==> src/rtl/wrr_arbiter.sv <==
// Weighted round-robin arbiter with grant/ack handshake and burst lock.
// Grant is combinational from req and the registered owner/credit state.
module wrr_arbiter #(
   parameter int WIDTH    = 8,
   parameter int WEIGHT_W = 4,
   parameter int IDX_W    = $clog2(WIDTH)
) (
   input  logic                      clk,
   input  logic                      rst,
   input  logic [WIDTH-1:0]          req,
   input  logic [WIDTH*WEIGHT_W-1:0] weight,
   input  logic                      lock,
   input  logic                      ack,
   output logic [WIDTH-1:0]          grt,
   output logic [IDX_W-1:0]          grt_idx,
   output logic                      grt_valid
);

   logic [IDX_W-1:0]    r_own;
   logic [WEIGHT_W-1:0] r_cnt;
   logic                r_held;

   logic                w_valid;
   logic                w_sticky;
   logic                w_rot_found;
   logic [IDX_W-1:0]    w_rot_idx;
   logic [IDX_W-1:0]    w_idx;
   logic [WEIGHT_W-1:0] w_wfield;

   assign w_valid  = |req;
   assign w_sticky = r_held && req[r_own] && (lock || (r_cnt != '0));

   // Circular scan from r_own+1 through r_own; r_own has lowest priority.
   always_comb begin
      int unsigned pos;
      w_rot_found = 1'b0;
      w_rot_idx   = '0;
      pos         = 0;
      for (int unsigned k = 1; k <= WIDTH; k++) begin
         pos = (32'(r_own) + k) % WIDTH;
         if (!w_rot_found && req[pos]) begin
            w_rot_found = 1'b1;
            w_rot_idx   = IDX_W'(pos);
         end
      end
   end

   always_comb begin
      w_idx = '0;
      if (w_sticky)
         w_idx = r_own;
      else if (w_rot_found)
         w_idx = w_rot_idx;
   end

   assign w_wfield  = weight[32'(w_idx)*WEIGHT_W +: WEIGHT_W];
   assign grt_valid = w_valid;
   assign grt_idx   = w_idx;
   assign grt       = w_valid ? (WIDTH'(1) << w_idx) : '0;

   always_ff @(posedge clk or posedge rst) begin
      if (rst) begin
         r_own  <= IDX_W'(WIDTH-1);
         r_cnt  <= '0;
         r_held <= 1'b0;
      end else if (ack && w_valid) begin
         if (w_sticky) begin
            // Under lock the credit is frozen; otherwise spend one and
            // release the turn when the last one is used.
            if (!lock) begin
               r_cnt <= r_cnt - WEIGHT_W'(1);
               if (r_cnt == WEIGHT_W'(1))
                  r_held <= 1'b0;
            end
         end else begin
            r_own  <= w_idx;
            r_cnt  <= w_wfield;
            r_held <= 1'b1;
         end
      end
   end

endmodule

==> config.mk <==
export PLATFORM = sky130hd
export DESIGN_NAME = wrr_arbiter
export DESIGN_NICKNAME = d
export VERILOG_FILES = /design/src/rtl/wrr_arbiter.sv
export SDC_FILE = /design/constraint.sdc
export NUM_CORES = 1
export LEC_CHECK = 0
export BUFFER_PORTS_ARGS = -buffer_cell sky130_fd_sc_hd__buf_2
export CAP_MARGIN = 20
export CORE_MARGIN = 5
export CORE_UTILIZATION = 57
export DETAILED_ROUTE_END_ITERATION = 10
export PLACE_DENSITY = 0.85
export SKIP_CTS_REPAIR_TIMING = 1
export SLEW_MARGIN = 20
export SYNTH_ARGS = -nofsm -noshare
export SYNTH_HDL_FRONTEND = slang
export SYNTH_SLANG_ARGS = --single-unit
==> constraint.sdc <==
create_clock -name clk -period 10.4 [get_ports clk]
set_clock_uncertainty 0.1 [all_clocks]
set_input_delay 1.04 -clock clk [delete_from_list [all_inputs] [get_ports clk]]
set_output_delay 1.04 -clock clk [all_outputs]
set_load 0.05 [all_outputs]
# Word level (Yosys, flattened, before mapping)
# Index checks and enable logic that the tools add are counted.
[totals]
ff_bits = 8
inputBits = 44
out_inout_bits = 12
[op_classes]
addsub = 9
n_lt_le_gt_ge = 9
n_eq_ne = 3
n_shift = 2
mux = 42
bitwise_logic = 1
reduce_logical = 23
[ops]
columns = ["op", "count"]
rows = [
  ["< comparator 3 x 4 -> 1 bit (second input constant)", 9],
  ["indexed part select 32 x 6 -> 4 bit", 1],
  ["2-to-1 mux 3 bit", 10],
  ["binary-select mux 1 bit (select 3 bit)", 9],
  ["2-to-1 mux 1 bit", 20],
  ["adder 3 bit (second input constant)", 4],
  ["logical AND 1 bit", 10],
  ["2-to-1 mux 4 bit", 2],
  ["2-to-1 mux 8 bit", 1],
  ["OR reduction 8 bit", 1],
  ["<< shifter 1 x 3 -> 8 bit (first input constant)", 1],
  ["logical NOT 1 bit", 7],
  ["adder 3 x 1 -> 3 bit (second input constant)", 2],
  ["adder 3 x 2 -> 3 bit (second input constant)", 2],
  ["== test 4 x 1 -> 1 bit (second input constant)", 1],
  ["AND reduction 2 bit", 2],
  ["nonzero test 4 bit", 1],
  ["subtractor 4 x 1 -> 4 bit (second input constant)", 1],
  ["AND reduction 3 bit", 1],
  ["!= test 2 x 1 -> 1 bit (second input constant)", 1],
  ["!= test 2 bit (second input constant)", 1],
  ["logical OR 1 bit", 1],
  ["NOT 1 bit", 1],
]

# Longest topological paths before layout
[depth]
word_depth = 29
depth_mapped = 16
depth_no_buf = 12

# Worst setup path before layout
# OpenSTA, ideal clock, no wires.
[synth_timing]
path_kind = "register to output"
start = "reg r_own[1]"
end = "out grt[2]"
arrival_time_ps = 4915
setup_slack_ps = 4345
path_stages_with_launch = 15
n_path_buf = 5
cell_sequence = "dfstp_2 -> buf_2 -> buf_2 -> inv_1 -> ha_1 -> buf_6 -> mux2_4 -> mux4_2 -> o22ai_1 -> a31o_2 -> a211o_1 -> o221ai_4 -> buf_8 -> clkbuf_1 -> nor3_1"
[synth_via]
elab_chain_len = 29
word_cells_on_any_way = 62
classes_between = "add/sub (8); shift (1); mux (37); reduce/logical (16)"
[synth_rtl]
columns = ["item", "line", "text"]
rows = [
  ["from (decl)", "19", "logic [IDX_W-1:0] r_own;"],
  ["from (signal assigned)", "63", "r_own <= IDX_W'(WIDTH-1);"],
  ["from (signal assigned)", "76", "r_own <= w_idx;"],
  ["adder 3 x 1 -> 3 bit", "40", "pos = (32'(r_own) + k) % WIDTH;"],
  ["binary-select mux 1 bit (select 3 bit)", "41", "if (!w_rot_found && req[pos]) begin"],
  ["2-to-1 mux 1 bit (implied by the code)", "41", ""],
  ["2-to-1 mux 1 bit", "41", ""],
  ["logical NOT 1 bit", "41", ""],
  ["logical AND 1 bit", "41", ""],
  ["2-to-1 mux 1 bit", "41", ""],
  ["logical NOT 1 bit", "41", ""],
  ["[14 not listed]", "-", ""],
  ["logical NOT 1 bit", "41", ""],
  ["logical AND 1 bit", "41", ""],
  ["2-to-1 mux 3 bit / 2-to-1 mux 1 bit (equally long branches)", "41", ""],
  ["2-to-1 mux 3 bit", "52", "else if (w_rot_found)"],
  ["2-to-1 mux 3 bit (*)", "50", "if (w_sticky)"],
  ["via grt_idx[2]", "15", "output logic [IDX_W-1:0] grt_idx,"],
  ["<< shifter 1 x 3 -> 8 bit (*)", "59", "assign grt = w_valid ? (WIDTH'(1) << w_idx) : '0;"],
  ["2-to-1 mux 8 bit (*)", "59", ""],
  ["to (decl)", "14", "output logic [WIDTH-1:0] grt,"],
]
# The timed path passes the listed nets; every way through them passes the cells marked *. The select of a mux whose other input is x is not followed.

# Worst setup path in the final report
[layout_timing]
start = "reg r_own[1]"
end = "out grt[7]"
[layout_via]
elab_chain_len = 29
word_cells_on_any_way = 62
classes_between = "add/sub (8); shift (1); mux (37); reduce/logical (16)"
[layout_rtl]
columns = ["item", "line"]
rows = [
  ["adder 3 x 1 -> 3 bit", "40"],
  ["binary-select mux 1 bit (select 3 bit)", "41"],
  ["2-to-1 mux 1 bit (implied by the code)", "41"],
  ["2-to-1 mux 1 bit", "41"],
  ["logical NOT 1 bit", "41"],
  ["logical AND 1 bit", "41"],
  ["2-to-1 mux 1 bit", "41"],
  ["logical NOT 1 bit", "41"],
  ["[13 not listed]", "-"],
  ["2-to-1 mux 1 bit", "41"],
  ["logical NOT 1 bit", "41"],
  ["logical AND 1 bit", "41"],
  ["2-to-1 mux 3 bit / 2-to-1 mux 1 bit (equally long branches)", "41"],
  ["2-to-1 mux 3 bit", "52"],
  ["2-to-1 mux 3 bit (*)", "50"],
  ["<< shifter 1 x 3 -> 8 bit (*)", "59"],
  ["2-to-1 mux 8 bit (*)", "59"],
]
# Every way passes the cells marked *; elsewhere a longest branch is shown, timed or not. The select of a mux whose other input is x is not followed.

==> impl_metrics.csv <==
group,metric,value,unit
status,status,"finished, final reports clean",
drt,drc,0,
run,maxCapViolCount,0,
cells_and_area,fill_cells,261,
drt,via_per_inst,6.67,
sta,finalMaxSlewViolations,0,
drt,first_pass_iters,5,
setup_path,end_kind,"output pin",
logic_synthesis,synth-edff-count,0,
sta,hold_viol_final,0,
sta,relSlewSlack,49.5,%
logic_synthesis,syn_avg_cell_area,8.76,um^2
global_route,antenna_found_initial,0,
clock_tree,path_clk_slew,70,ps
setup_path,arrival,4900,ps
clock_tree,cts.htree.levels,1,
setup_path,slowest_delay,870,ps
drt,avgRoutedWirePerCell,18.0,um
cells_and_area,drive_above_1_share,38.8,%
sta,tns,0,ps
clock_tree,clockRootBuffer,"clkbuf_4",
drt,vias,2027,
drt,ant_nets,0,
setup_path,crit_chain,"inv_1, ha_1, mux2_2, mux4_2, o22ai_1, nand3_1, o211a_2, o221ai_4, and3_1, buf_2",
sta,clock.fmax,166,MHz
logic_synthesis,ys_ff_latch,8,
logic_synthesis,syn_area,1870,um^2
drt,drt_iter0_markers,151,
sta,fin_ws,4360,ps
hold_path,hp-class,"reg -> reg",
floorplanning,core,3100,um^2
logic_synthesis,syn_nets,261,
floorplanning,start_util,60.1,%
placed_design,hpwl,4280,um
logic_synthesis,synth_flop_cell,"dfrtp_1",
clock_tree,clock-sinks,8,
cells_and_area,area_delta_synth_final,15.2,%
setup_path,worstPathMaxFanout,24,
logic_synthesis,ys_seq_area_share,10.9,%
clock_tree,cts_buffer_depth,2,
logic_synthesis,synth_area_leaders,"mux4_2, mux2i_1, mux2_2",
setup_path,reg2reg_setup_slack,5270,ps
clock_tree,cts_made_buffers,3,
sta,rsz0062_at_grt,"no",
sta,setup_viol,0,
logic_synthesis,async_reset_ff_share,100,%
placed_design,place_inst,300,
floorplanning,std_cell_rows,20,
global_route,first_global_vias,1915,
floorplanning,die_area,4520,um^2
global_route,grt_usage,26.3,%
cells_and_area,mostFrequentLayoutCell,"buf_2",
floorplanning,pin_count,56,
setup_path,slowest_stage,"dfstp_2",
setup_path,critPathKind,"reg -> out",
floorplanning,die_w,67.2,um
logic_synthesis,synth_cells,213,
placed_design,dp_worst_setup_slack,4760,ps
cells_and_area,n_antenna_cell,0,
global_route,grt_pass1_wl,9110,um
cells_and_area,finalNetCount,309,
sta,fin_crit_sh,58.0,%
placed_design,place_congestion,0.947,
logic_synthesis,synth_cell_types,58,
clock_tree,cts_tree,"yes",
global_route,grt_overflow_total,0,
logic_synthesis,synth_top_area_share,16.9,%
placed_design,io_buffers,55,
sta,worst_pin_slew,757,ps
setup_path,crit_path_start_kind,"flop",
cells_and_area,layout.cells.non_filler,304,
setup_path,cp.required,9260,ps
floorplanning,die_height,67.2,um
logic_synthesis,yosys.area.top_type,"mux4_2",
clock_tree,clk_latency,280,ps
global_route,grt_max_degree,25,
sta,finalCriticalPeriod,6040,ps
logic_synthesis,yosysWarnings,0,
drt,wirelength,5470,um
cells_and_area,layout_common_cells,"buf_2, nor2_1, mux2i_1",
-- metal layers --
metal	vias to the layer above	global-route usage, %	wire length (um)
li1	933	-	-
met1	922	38.0	2240
met2	142	38.2	2440
met3	30	3.99	563
met4	0	12.7	226
met5	-	0	0
-- cells in the mapped netlist (all sizes together) (4+ instances only) --
cell,number
buf,8
clkbuf,4
nor3,4
mux4,14
inv,11
a21o,4
dfrtp,5
o21ai,10
nor2b,4
a22oi,4
ha,4
and3,4
o22ai,5
mux2i,19
nor2,20
a21oi,6
mux2,16
nand2,17
nand3,10
-- worst paths after layout --
path / from / depth (start not counted) / endpoint
min: r_held$_DFFE_PP0P_ / 2 / r_held$_DFFE_PP0P_
max in group asynchronous: rst / 2 / r_own[1]$_DFFE_PP1P_
min in group asynchronous: rst / 2 / r_held$_DFFE_PP0P_
max: r_own[1]$_DFFE_PP1P_ / 10 / grt[7]
min reg2reg: r_held$_DFFE_PP0P_ / 2 / r_held$_DFFE_PP0P_
max reg2reg: r_own[1]$_DFFE_PP1P_ / 11 / r_cnt[1]$_DFFE_PP0P_
-- critical path, delay by kind of cell (launching register included) --
kind	cells	cell delay, ps
AO/OA/AOI/OAI	3	1320
multiplexers	2	900
flip-flops	1	870
adder cells (fa/ha/maj)	1	630
AND/OR/NAND/NOR	2	470
buffers and inverters	2	430
-- cells by family (layout without fill, tap and decap cells) --
logic type,count (synthesis),after routing,share of synthesized area (%)
simple gates,67,67,17.0
compound gates,57,57,23.9
mux,49,49,37.0
buf+inv,23,70,6.10
flops,8,8,10.9
xor+xnor,5,5,2.35
fa+ha+maj,4,4,2.68
-- final cells by class --
cell class | instances | area [um^2] | share of cell area [%]
clock buffers | 4 | 26.3 | 1.22
inverters | 11 | 41.3 | 1.92
multi-input cells | 182 | 1550 | 72.0
flip-flops and latches | 8 | 204 | 9.49
well taps | 44 | 55.1 | 2.56
repair buffers | 55 | 275 | 12.8
-- registers in the layout, summed over array words and instances (netlist names) --
name	count
r_held	1
r_cnt	4
r_own	3
-- per-stage QoR --
step	area [um^2]	utilization [%]	hold WS [ps]
finish	2150	69.3	405
global route	2150	69.3	447
CTS	2150	69.3	409
detailed placement	2120	68.4	394
global placement	2120	68.4	393
floorplan	1870	-	365
Power is not shown: default switching activity piles up to over one toggle a cycle in this logic, so the estimate is an artifact.
